--- config.mk ---
export PLATFORM = sky130hd
export DESIGN_NAME = hpdcache_fence_seq
export DESIGN_NICKNAME = d
export VERILOG_FILES = /design/src/rtl/hpdcache_fence_seq_pkg.sv /design/src/rtl/hpdcache_req_timeout.sv /design/src/rtl/hpdcache_fence_seq.sv
export SDC_FILE = /design/constraint.sdc
export NUM_CORES = 1
export LEC_CHECK = 0
export ABC_AREA = 1
export CAP_MARGIN = 10
export CORE_MARGIN = 2
export CORE_UTILIZATION = 50
export CTS_BUF_LIST = sky130_fd_sc_hd__clkbuf_16
export DETAILED_ROUTE_END_ITERATION = 16
export GPL_TIMING_DRIVEN = 1
export PLACE_DENSITY = 0.79
export SYNTH_ARGS = -nofsm -noshare
export SYNTH_HDL_FRONTEND = slang
export SYNTH_SLANG_ARGS = --single-unit
--- constraint.sdc ---
create_clock -name clk_i -period 3.4 [get_ports clk_i]
set_input_delay 0.51 -clock clk_i [delete_from_list [all_inputs] [get_ports clk_i]]
set_output_delay 0.51 -clock clk_i [all_outputs]
set_load 0.01 [all_outputs]
--- src/rtl/hpdcache_fence_seq_pkg.sv ---
// Shared types for the HPDcache fence sequencer and anything that observes it.
package hpdcache_fence_seq_pkg;

  typedef enum logic [2:0] {
    FS_IDLE       = 3'd0,
    FS_DRAIN      = 3'd1,
    FS_FLUSH_REQ  = 3'd2,
    FS_FLUSH_WAIT = 3'd3,
    FS_INVAL_REQ  = 3'd4,
    FS_INVAL_WAIT = 3'd5,
    FS_ICACHE     = 3'd6,
    FS_DONE       = 3'd7
  } fence_seq_state_e;

  // Width of a counter that must reach 'cycles'; at least one bit so a
  // disabled timeout still yields a legal vector.
  function automatic int unsigned fence_to_width(input int unsigned cycles);
    return (cycles == 0) ? 1 : $clog2(cycles + 1);
  endfunction

endpackage

--- src/rtl/hpdcache_req_timeout.sv ---
// Clearable saturating cycle counter that flags when it sits at LIMIT.
module hpdcache_req_timeout #(
  parameter int unsigned WIDTH = 13,
  parameter int unsigned LIMIT = 4095
) (
  input  logic clk_i,
  input  logic rst_i,
  input  logic clr_i,
  input  logic en_i,
  output logic hit_o
);

  logic [WIDTH-1:0] cnt_q;

  // Count enabled cycles, restart on clear, hold at all-ones.
  always_ff @(posedge clk_i or posedge rst_i) begin
    if (rst_i) begin
      cnt_q <= '0;
    end else if (clr_i) begin
      cnt_q <= '0;
    end else if (en_i && (cnt_q != '1)) begin
      cnt_q <= cnt_q + 1'b1;
    end
  end

  assign hit_o = (cnt_q == WIDTH'(LIMIT));

endmodule

--- src/rtl/hpdcache_fence_seq.sv ---
// Fence sequencer: drains stores, flushes/invalidates the D-cache and
// optionally flushes the I-cache before signalling fence completion.
module hpdcache_fence_seq
  import hpdcache_fence_seq_pkg::*;
#(
  parameter bit          FlushOnFence      = 1'b1,
  parameter bit          InvalidateOnFlush = 1'b0,
  parameter int unsigned TimeoutCycles     = 4096,
  parameter int unsigned PerfCntWidth      = 32
) (
  input  logic                    clk_i,
  input  logic                    rst_i,
  input  logic                    fence_valid_i,
  input  logic                    fence_is_i_i,
  output logic                    fence_ready_o,
  output logic                    fence_done_o,
  output logic                    fence_err_o,
  output logic                    stall_issue_o,
  input  logic                    sb_empty_i,
  output logic                    flush_valid_o,
  input  logic                    flush_ready_i,
  input  logic                    flush_done_i,
  output logic                    inval_valid_o,
  input  logic                    inval_ready_i,
  input  logic                    inval_done_i,
  output logic                    icache_flush_o,
  output logic [PerfCntWidth-1:0] busy_cycles_o
);

  localparam int unsigned ToWidth = fence_to_width(TimeoutCycles);
  localparam int unsigned ToLimit = (TimeoutCycles > 0) ? TimeoutCycles - 1 : 0;

  fence_seq_state_e        state_q, state_d;
  fence_seq_state_e        after_drain, after_flush, after_inval;
  logic                    kind_i_q;
  logic                    err_q, err_d;
  logic                    timeout;
  logic [PerfCntWidth-1:0] busy_q;

  // Successor states once each phase completes, resolved from configuration and fence kind.
  always_comb begin
    after_inval = kind_i_q ? FS_ICACHE : FS_DONE;
    if (InvalidateOnFlush) begin
      after_flush = FS_INVAL_REQ;
    end else begin
      after_flush = after_inval;
    end
    if (FlushOnFence || kind_i_q) begin
      after_drain = FS_FLUSH_REQ;
    end else begin
      after_drain = after_inval;
    end
  end

  // Next-state logic; a timeout in any wait state forces DONE with the error flag.
  always_comb begin
    state_d = state_q;
    err_d   = err_q;
    unique case (state_q)
      FS_IDLE: begin
        if (fence_valid_i) begin
          state_d = FS_DRAIN;
          err_d   = 1'b0;
        end
      end
      FS_DRAIN: begin
        if (sb_empty_i) begin
          state_d = after_drain;
        end else if (timeout) begin
          state_d = FS_DONE;
          err_d   = 1'b1;
        end
      end
      FS_FLUSH_REQ: begin
        if (flush_ready_i) begin
          state_d = flush_done_i ? after_flush : FS_FLUSH_WAIT;
        end else if (timeout) begin
          state_d = FS_DONE;
          err_d   = 1'b1;
        end
      end
      FS_FLUSH_WAIT: begin
        if (flush_done_i) begin
          state_d = after_flush;
        end else if (timeout) begin
          state_d = FS_DONE;
          err_d   = 1'b1;
        end
      end
      FS_INVAL_REQ: begin
        if (inval_ready_i) begin
          state_d = inval_done_i ? after_inval : FS_INVAL_WAIT;
        end else if (timeout) begin
          state_d = FS_DONE;
          err_d   = 1'b1;
        end
      end
      FS_INVAL_WAIT: begin
        if (inval_done_i) begin
          state_d = after_inval;
        end else if (timeout) begin
          state_d = FS_DONE;
          err_d   = 1'b1;
        end
      end
      FS_ICACHE: state_d = FS_DONE;
      FS_DONE:   state_d = FS_IDLE;
      default:   state_d = FS_IDLE;
    endcase
  end

  // State, error flag and fence kind registers; kind is captured only at acceptance.
  always_ff @(posedge clk_i or posedge rst_i) begin
    if (rst_i) begin
      state_q  <= FS_IDLE;
      err_q    <= 1'b0;
      kind_i_q <= 1'b0;
    end else begin
      state_q <= state_d;
      err_q   <= err_d;
      if ((state_q == FS_IDLE) && fence_valid_i) begin
        kind_i_q <= fence_is_i_i;
      end
    end
  end

  if (TimeoutCycles > 0) begin : g_timeout
    logic to_en, to_clr;
    assign to_en  = (state_q inside {FS_DRAIN, FS_FLUSH_REQ, FS_FLUSH_WAIT,
                                     FS_INVAL_REQ, FS_INVAL_WAIT});
    assign to_clr = (state_d != state_q);

    hpdcache_req_timeout #(
      .WIDTH (ToWidth),
      .LIMIT (ToLimit)
    ) u_timeout (
      .clk_i (clk_i),
      .rst_i (rst_i),
      .clr_i (to_clr),
      .en_i  (to_en),
      .hit_o (timeout)
    );
  end else begin : g_no_timeout
    assign timeout = 1'b0;
  end

  // Saturating count of every cycle spent outside IDLE.
  always_ff @(posedge clk_i or posedge rst_i) begin
    if (rst_i) begin
      busy_q <= '0;
    end else if ((state_q != FS_IDLE) && (busy_q != '1)) begin
      busy_q <= busy_q + 1'b1;
    end
  end

  assign fence_ready_o  = (state_q == FS_IDLE);
  assign stall_issue_o  = (state_q != FS_IDLE);
  assign flush_valid_o  = (state_q == FS_FLUSH_REQ);
  assign inval_valid_o  = (state_q == FS_INVAL_REQ);
  assign icache_flush_o = (state_q == FS_ICACHE);
  assign fence_done_o   = (state_q == FS_DONE);
  assign fence_err_o    = (state_q == FS_DONE) && err_q;
  assign busy_cycles_o  = busy_q;

endmodule
==> results of run 1 <==
metal layers:
layer	share of wire (%)	wire (um)	track usage, %	vias up
li1	-	-	-	1522
met1	43	3270	27.6	1361
met2	49	3750	39.3	103
met3	4.6	348	3.99	23
met4	3.3	251	10.1	0
met5	0	0	0	-
worst paths after layout:
path	from	end	slack [ps]	depth (start not counted)
setup / recovery	state_q[0]	fence_ready_o	1100	4
hold / removal	busy_cycles_o[28]	busy_cycles_o[28]	550	2
setup reg to reg	busy_cycles_o[1]	busy_cycles_o[30]	1150	11
hold reg to reg	busy_cycles_o[28]	busy_cycles_o[28]	550	2
max in group asynchronous	rst_i	busy_cycles_o[14]	2000	2
min in group asynchronous	rst_i	err_q	770	2
sequential cells by signal, summed over array words and instances, names as in the netlist:
register	flops
kind_i_q	1
g_timeout.u_timeout.cnt_q	13
err_q	1
state_q	3
busy_cycles_o	32
final cells by class:
cell class / count / share of cell area, %
Clock buffer: 5 / 3.20
Clock inverter: 3 / 0.736
Inverter: 46 / 4.41
Multi-Input combinational cell: 350 / 45.0
Sequential cell: 50 / 32.0
Tap cell: 77 / 2.46
Timing Repair Buffer: 48 / 12.2
power by group:
part	internal [W]	total (W)	leakage [nW]	switching [W]
Clock	0.000282	0.000524	0.0763	0.000242
Combinational	0.000342	0.000957	1.03	0.000615
Sequential	0.000672	0.000789	0.679	0.000117
synthesized netlist by cell type (3+ instances only):
cell / instances
a21oi_1: 3
buf_2: 3
buf_6: 6
dfrtp_1: 50
inv_1: 41
inv_2: 5
nand2_1: 164
nand2_2: 4
nand3_1: 18
nand4_1: 17
nor2_1: 40
nor2_2: 16
nor2_4: 3
nor3_1: 19
o21ai_0: 10
xnor2_1: 11
xor2_1: 29
worst max-delay path, cell delays in order, from the launching register on:
cell             delay [ps]
dfrtp_1                 500
nor2_1                  200
nand2_2                 120
inv_1                   130
clkdlybuf4s50_1         560
through the flow:
step           setup slack [ps]  hold slack, ps
2_1_floorplan              1680             487
3_3_place_gp               1240             525
3_5_place_dp               1160             530
4_1_cts                    1100             551
5_1_grt                     877             594
6_report                   1100             551
cells by family (layout without fill, tap and decap cells):
group | count (synthesis) | after routing | share of synthesized area [%]
buffers and inverters | 56 | 102 | 7.92
xor gates and xnor gates | 40 | 40 | 10.7
AOI/OAI and AO/OA | 20 | 20 | 3.44
DFF | 50 | 50 | 38.3
adders and majority gates | 2 | 2 | 0.765
and+or+nand+nor | 288 | 288 | 38.9
==> results by group, run 1 <==
Run status
  – Run status: finished, final reports clean

Hold path
  – Worst min path class: reg2reg

GRT
  – Total gr overflow: 0
  – Largest net degree at the start of global routing: 51
  – First-pass GRT wire length: 13200 um
  – Initial antenna violation count: 0
  – Total global-route track usage: 22.7%
  – Vias in the first global route: 2922

Floorplan
  – I/O pin cnt: 48
  – Initial Util: 51.5%
  – Area of the core: 6350 um^2
  – Die width: 84.9 um
  – Die height: 84.9 um
  – Rows: 29
  – Die area: 7200 um^2

Layout
  – Multi-input gate area: 1760 um^2
  – Antenna cell count: 0
  – Nets: 512
  – # fillers: 591
  – Most common cell after layout, fill and taps aside: nand2_1
  – Post-layout util: 61.6%
  – Register area: 1250 um^2
  – Share of cells above drive strength 1: 8.37%
  – Non-Filler Instances: 579
  – Most frequent cells in the layout: nand2_1 (164), dfrtp_1 (50), clkdlybuf4s50_1 (47)
  – Non-Filler Cell Area, Final: 3910 um^2
  – Area growth syn-to-layout: 19.6%

Detailed routing
  – Vias: 3009
  – DR pass1 iterations: 4
  – Drt drc: 0
  – DR iter-0 viols: 172
  – WL/cell: 13.2 um
  – Final ANT Viol Nets: 0
  – Via density: 5.20
  – Final WL: 7620 um

Synth
  – Yosys top cell by area: dfrtp_1
  – Synth unique cells: 29
  – Top-area cell type share of the netlist area: 38.3%
  – EDFF count, synth: 0
  – Post-Syn Instances: 456
  – Avg Cell Area, Syn: 7.17 um^2
  – Sequential element share of the synthesized area: 38.3%
  – Synthesis-stage register bit count: 50
  – Synth Flop Type: dfrtp_1
  – Area contributors post-synth: dfrtp_1 (38%), nand2_1 (19%), xor2_1 (7.8%)
  – Mapped Nets: 467
  – Async SR Flop Fraction: 100%
  – Ys Warns: 0
  – Synth Cell Area: 3270 um^2

Placement
  – Port bufs: 47
  – Inst Count DP: 571
  – Post-DP HPWL: 5830 um
  – Area post-placement: 3760 um^2
  – Routability cong.: 0.964

Worst setup path
  – Critical Path End Type: primary output
  – Critical path fanouts, max: 10
  – Crit path kind: reg2out
  – WP data required: 2890 ps
  – CP Launch Type: flip-flop
  – Worst EP arrival: 1790 ps

STA
  – Relative slew slack: 32.1%
  – Min Clock Period, post-route: 2300 ps
  – Max Slew Vio Count: 0
  – Final setup vio count: 0
  – Final worst path period share: 67.5%
  – RSZ-0062 raised after global routing: no
  – Setup_tns: 0 ps
  – Max Fclk: 0.435 GHz
  – Clock skew: 7.43 ps
  – Worst-Margin Slew: 1020 ps
  – Endpoints failing hold: 0

Job
  – Max-Cap Viols: 0

Clock network
  – Hold Buf Count CTS: 0
  – Setup bufs post-CTS: 0
  – Clk sinks: 50
  – Htree depth: 2
  – CTS tree: yes
  – CTS resizes: 0
  – Insertion delay of the later-clocked pin in the worst-skew pair: 290 ps
  – CTS Buffer Depth: 2
  – Reg clk slew, reported paths: 80 ps
  – CTS buffer count: 5
  – Clock root buffer: clkbuf_16

Power and ir drop
  – Pleak: 1.79 nW
  – Final total power: 0.00227 W
  – Power Dens Cells: 580 nW/um^2
  – Max rail drop VDD: 0.000496 V
No activity file was read; power rests on OpenSTA's default activity.
==> run 2, diff against run 1 <==
--- a/config.mk
+++ b/config.mk
@@ -12,7 +12,7 @@
 export CTS_BUF_LIST = sky130_fd_sc_hd__clkbuf_16
 export DETAILED_ROUTE_END_ITERATION = 16
 export GPL_TIMING_DRIVEN = 1
-export PLACE_DENSITY = 0.79
+export PLACE_DENSITY = 0.82
 export SYNTH_ARGS = -nofsm -noshare
 export SYNTH_HDL_FRONTEND = slang
 export SYNTH_SLANG_ARGS = --single-unit
==> constraint.sdc (replaced) <==
create_clock -name clk_i -period 1.9 [get_ports clk_i]
set_input_delay 0.285 -clock clk_i [delete_from_list [all_inputs] [get_ports clk_i]]
set_output_delay 0.285 -clock clk_i [all_outputs]
set_load 0.01 [all_outputs]
==> run 2 against run 1 <==
Final area up 6.7%. Clock skew up 2.5 ps. Non-clock buffer count up 26. Total power up 92%. Die area unchanged. Combinational power up 120%. First-iteration DRC count up 15%. Clock-buffer cell count unchanged. Clock power up 67%.
==> results by group, run 2 (synthesized netlist as in run 1, its figures left out) <==
Clock network
  – CTS Buffer Depth: 2 (unchanged)
  – Clock root buffer: clkbuf_16
  – Reg clk slew, reported paths: 70 ps (about the same)
  – Insertion delay of the later-clocked pin in the worst-skew pair: 290 ps (about the same)
  – Htree depth: 2 (unchanged)
  – CTS buffer count: 5 (unchanged)
  – Clk sinks: 50 (unchanged)
  – CTS tree: yes

STA
  – Min Clock Period, post-route: 1840 ps
  – Max Slew Vio Count: 0 (unchanged)
  – Max Fclk: 0.545 GHz
  – Setup ws final: 64.4 ps (-1040 ps)
  – Relative slew slack: 65.1% (+33 points)
  – Clock skew: 9.94 ps (+2.51 ps)
  – Final worst path period share: 96.6%
  – Worst-Margin Slew: 519 ps (-498 ps)
  – Endpoints failing hold: 0 (unchanged)
  – Final setup vio count: 0 (unchanged)

Detailed routing
  – Vias: 3175 (+5.5%)
  – Via density: 5.25 (+0.98%)
  – Final WL: 8350 um (+9.7%)
  – Final ANT Viol Nets: 0 (unchanged)
  – WL/cell: 13.8 um (+5.0%)
  – Drt drc: 0 (unchanged)
  – DR pass1 iterations: 4 (unchanged)
  – DR iter-0 viols: 197 (+15%)

Worst setup path
  – WP data required: 1620 ps (-1270 ps)
  – Critical Path Start: state_q[0]
  – Worst EP arrival: 1550 ps (-240 ps)
  – Reg2Reg Setup Slack: 100 ps (-1050 ps)
  – Critical Path End Type: primary output
  – FF-to-FF path depth: 13 (+2)
  – CP Launch Type: flip-flop
  – Crit path kind: reg2out
  – Critical path fanouts, max: 6 (-4)
  – CP endpoint: flush_valid_o
  – RR Endpoint: g_timeout.u_timeout.cnt_q[8]
  – Crit Reg-Reg Startpoint: g_timeout.u_timeout.cnt_q[0]

Job
  – Max-Cap Viols: 0 (unchanged)

Placement
  – Port bufs: 47 (unchanged)
  – Post-DP HPWL: 6170 um (+5.9%)
  – Dpl ws: 29.9 ps (-1130 ps)
  – Routability cong.: 0.943 (-2.2%)

Run status
  – Run status: finished, final reports clean

GRT
  – First-pass GRT wire length: 13700 um (+3.7%)
  – Largest net degree at the start of global routing: 51 (unchanged)
  – Total gr overflow: 0 (unchanged)
  – Initial antenna violation count: 0 (unchanged)
  – Vias in the first global route: 2993 (+2.4%)
  – Total global-route track usage: 23.4% (+0.77 points)

Layout
  – Antenna cell count: 0 (unchanged)
  – Share of cells above drive strength 1: 14.2% (+5.8 points)
  – Nets: 538 (+5.1%)
  – Post-layout util: 65.8% (+4.1 points)
  – Most common cell after layout, fill and taps aside: nand2_1
  – Area growth syn-to-layout: 27.7%
  – Most frequent cells in the layout: nand2_1 (162), dfrtp_1 (47), clkdlybuf4s50_1 (43)
  – Max reg flops: 32 (unchanged)

Floorplan
  – Area of the core: 6350 um^2 (unchanged)
  – Die height: 84.9 um (unchanged)
  – I/O pin cnt: 48 (unchanged)
  – Die width: 84.9 um (unchanged)
  – Rows: 29 (unchanged)
  – Die area: 7200 um^2 (unchanged)
  – Initial Util: 51.5% (unchanged)

Power and ir drop
  – Max rail drop VDD: 0.000883 V (+78%)
  – Power Dens Cells: 1050 nW/um^2 (+80%)
  – Pleak: 1.98 nW (+11%)

Hold path
  – Worst min path class: in2async
-- run 2: per-layer routing --
layer / share of wire [%] / vias up / GRT usage, %
li1: - / 1582 / -
met1: 42 / 1457 / 29.2
met2: 49 / 107 / 40.6
met3: 4.2 / 29 / 3.31
met4: 4.3 / 0 / 10.2
met5: 0 / - / 0
-- run 2: worst max-delay path, cell delays in order (launching register included) --
cell and delay (ps):
dfrtp_2 440, inv_2 130, nand3_2 110, inv_2 70
clkdlybuf4s50_1 520
-- run 2: final cells by class --
cell class	count	area (um^2)
timing repair buffer	74	731
tap	77	96.3
multi-input combinational	350	1770
clock buffer	5	125
inverter	46	178
sequential	50	1250
fill	540	2170
clock inverter	3	17.5
-- run 2: how the worst min path moves through the flow --
stage                              endpoint  slack (ps)  cells after the start
3_5_place_dp              busy_cycles_o[28]         520                      2
6_report       g_timeout.u_timeout.cnt_q[4]         350                      3
4_1_cts        g_timeout.u_timeout.cnt_q[4]         370                      3
3_3_place_gp              busy_cycles_o[28]         520                      2
5_1_grt        g_timeout.u_timeout.cnt_q[4]         390                      3
2_1_floorplan                      kind_i_q         400                      2
-- run 2: stage by stage --
| stage | hold WS, ps | setup TNS (ps) | instances | area, um^2 | total power [W] |
|---|---|---|---|---|---|
| 2_1_floorplan | 402 | 0 | 456 | 3270 | 0.00271 |
| 3_3_place_gp | 523 | -32.0 | 590 | 3940 | 0.00333 |
| 3_5_place_dp | 516 | 0 | 590 | 3940 | 0.00335 |
| 4_1_cts | 368 | 0 | 601 | 4100 | 0.00428 |
| 5_1_grt | 387 | -150 | 605 | 4180 | 0.00466 |
| 6_report | 346 | 0 | 605 | 4180 | 0.00436 |
-- run 2: timing repair --
action,CTS,global route
pin swaps,0,2
cloned,0,1
hold buffers,0,0
buffers inserted,3,3
setup endpoints to repair,7,46
gates resized for setup,5,10
-- run 2: where the power goes --
group          internal, W  total, W  leakage, nW  switching [W]
Combinational     0.000874   0.00210         1.23        0.00123
Clock             0.000484  0.000873       0.0750       0.000390
Sequential         0.00121   0.00139        0.676       0.000177
Total              0.00257   0.00436         1.98        0.00180
==> run 3, diff against run 2 <==
--- a/config.mk
+++ b/config.mk
@@ -13,6 +13,7 @@
 export DETAILED_ROUTE_END_ITERATION = 16
 export GPL_TIMING_DRIVEN = 1
 export PLACE_DENSITY = 0.82
+export SKIP_CTS_REPAIR_TIMING = 1
 export SYNTH_ARGS = -nofsm -noshare
 export SYNTH_HDL_FRONTEND = slang
 export SYNTH_SLANG_ARGS = --single-unit
==> run 3 against run 2 <==
Critical endpoint unchanged. Sequential power about the same. Clock power decreased by 0.9%. Non-clock buffer count is 2 lower. Utilization barely moved. Clock-buffer cell count did not move.
==> results by group, run 3 (synthesized netlist as in run 1, its figures left out) <==
Floorplan
  – I/O pin cnt: 48 (unchanged)
  – Initial Util: 51.5% (unchanged)
  – Die width: 84.9 um (unchanged)
  – Area of the core: 6350 um^2 (unchanged)
  – Die area: 7200 um^2 (unchanged)
  – Rows: 29 (unchanged)
  – Die height: 84.9 um (unchanged)

GRT
  – Vias in the first global route: 2980 (-0.43%)
  – First-pass GRT wire length: 13600 um (-0.35%)
  – Total global-route track usage: 23.4% (-0.082 points)
  – Initial antenna violation count: 0 (unchanged)
  – Total gr overflow: 0 (unchanged)
  – Largest net degree at the start of global routing: 51 (unchanged)

Placement
  – Area post-placement: 3940 um^2 (unchanged)
  – Post-DP HPWL: 6170 um (unchanged)
  – Dpl ws: 29.9 ps (unchanged)
  – Port bufs: 47 (unchanged)
  – Routability cong.: 0.943 (unchanged)

Power and ir drop
  – Combinational power share: 47.6% (-0.6 points)
  – P_int: 0.00255 W (-0.60%)
  – Sequential Power Share: 32.4% (+0.6 points)
  – Clk network pwr share: 20.0% (about the same)
  – Max rail drop VDD: 0.000897 V (+1.6%)
  – Sw Share: 41.0% (-0.14 points)
  – NetSw: 0.00178 W (-1.2%)
  – Power Dens Cells: 1040 nW/um^2 (-0.77%)
  – Pleak: 2.00 nW (+0.79%)

Clock network
  – Clock root buffer: clkbuf_16
  – Insertion delay of the later-clocked pin in the worst-skew pair: 280 ps (about the same)
  – CTS Buffer Depth: 2 (unchanged)
  – Htree depth: 2 (unchanged)
  – CTS tree: yes
  – CTS buffer count: 5 (unchanged)
  – Clk sinks: 50 (unchanged)
  – Reg clk slew, reported paths: 60 ps (about the same)

Detailed routing
  – Drt drc: 0 (unchanged)
  – WL/cell: 13.7 um (-0.68%)
  – Final WL: 8270 um (-1.0%)
  – DR iter-0 viols: 218 (+11%)
  – Vias: 3151 (-0.76%)
  – Via density: 5.23 (-0.43%)
  – Final ANT Viol Nets: 0 (unchanged)
  – DR pass1 iterations: 5 (+1)

Job
  – Max-Cap Viols: 0 (unchanged)

Layout
  – Nets: 536 (-0.37%)
  – Non-Filler Cell Area, Final: 4170 um^2 (about the same)
  – Area growth syn-to-layout: 27.6% (about the same)
  – Most common cell after layout, fill and taps aside: nand2_1
  – Post-layout util: 65.7% (about the same)
  – Max reg flops: 32 (unchanged)
  – Antenna cell count: 0 (unchanged)
  – Share of cells above drive strength 1: 14.1% (-0.14 points)
  – Most frequent cells in the layout: nand2_1 (162), dfrtp_1 (47), clkdlybuf4s50_1 (43)

STA
  – Final worst path period share: 96.2% (-0.44 points)
  – Setup ws final: 72.8 ps (+8.34 ps)
  – Final setup vio count: 0 (unchanged)
  – Min Clock Period, post-route: 1830 ps (-8.34 ps)
  – Min Hold Slack: 338 ps (-7.90 ps)
  – Max Slew Vio Count: 0 (unchanged)
  – Setup_tns: 0 ps (unchanged)
  – Max Fclk: 0.547 GHz (+0.46%)
  – Endpoints failing hold: 0 (unchanged)
  – Worst-Margin Slew: 518 ps (-1.46 ps)
  – Relative slew slack: 65.2% (+0.098 points)
  – Clock skew: 6.59 ps (-3.35 ps)

Worst setup path
  – CP endpoint: flush_valid_o
  – Crit path kind: reg2out
  – Critical path fanouts, max: 8 (+2)
  – Critical Path Start: state_q[2]
  – Critical path buffers and inverters: 3 (unchanged)
  – WP depth: 4 (unchanged)
  – Critical Path End Type: primary output
  – Worst EP arrival: 1540 ps (about the same)
  – Reg2Reg Setup Slack: 120 ps (+20 ps)
  – Crit path max-delay family: buffers and inverters
  – WP data required: 1620 ps (about the same)
  – FF-to-FF path depth: 13 (unchanged)
  – Critical-path top delay cell: clkdlybuf4s50_1
  – RR Endpoint: g_timeout.u_timeout.cnt_q[8]
  – Critical path cell sequence: inv_4 > nand3_2 > inv_2 > clkdlybuf4s50_1
  – Crit Reg-Reg Startpoint: g_timeout.u_timeout.cnt_q[0]
  – Largest stage delay, worst path: 520 ps (about the same)
  – CP Launch Type: flip-flop

Hold path
  – Worst min path class: in2async

Run status
  – Run status: finished, final reports clean
run 3: tightest hold or removal path, cell delays in order:
cell and delay [ps]:
clkdlybuf4s50_1 410, inv_2 70, buf_12 240
run 3: power by group through the flow:
stage,logic [W],registers (W),clock network [W]
finish,0.00206,0.00140,0.000865
global route,0.00228,0.00143,0.000933
global placement,0.00192,0.00140,0
detailed placement,0.00195,0.00141,0
CTS,0.00196,0.00139,0.000891
floorplan,0.00132,0.00139,0
run 3: per-layer routing:
metal	GRT usage, %	wire [um]	up-vias
li1	-	-	1579
met1	29.1	3500	1444
met2	40.4	4110	102
met3	3.31	322	26
met4	10.2	338	0
met5	0	0	-
run 3: worst min path at each step:
stage	start	endpoint
2_1_floorplan	fence_is_i_i	kind_i_q
3_3_place_gp	busy_cycles_o[28]	busy_cycles_o[28]
3_5_place_dp	busy_cycles_o[28]	busy_cycles_o[28]
4_1_cts	rst_i	g_timeout.u_timeout.cnt_q[4]
5_1_grt	rst_i	g_timeout.u_timeout.cnt_q[4]
6_report	rst_i	g_timeout.u_timeout.cnt_q[4]
run 3: metrics by stage:
| stage | total power, W | instances |
|---|---|---|
| after floorplan | 0.00271 | 456 |
| after global placement | 0.00333 | 590 |
| after detailed placement | 0.00335 | 590 |
| after CTS | 0.00424 | 598 |
| after global routing | 0.00464 | 603 |
| final | 0.00433 | 603 |
run 3: cell type report:
type	count	area [um^2]
Fill cell	542	2180
Multi-Input combinational cell	350	1780
Sequential cell	50	1250
Timing Repair Buffer	72	723
Inverter	46	180
Clock buffer	5	125
Tap cell	77	96.3
Clock inverter	3	17.5
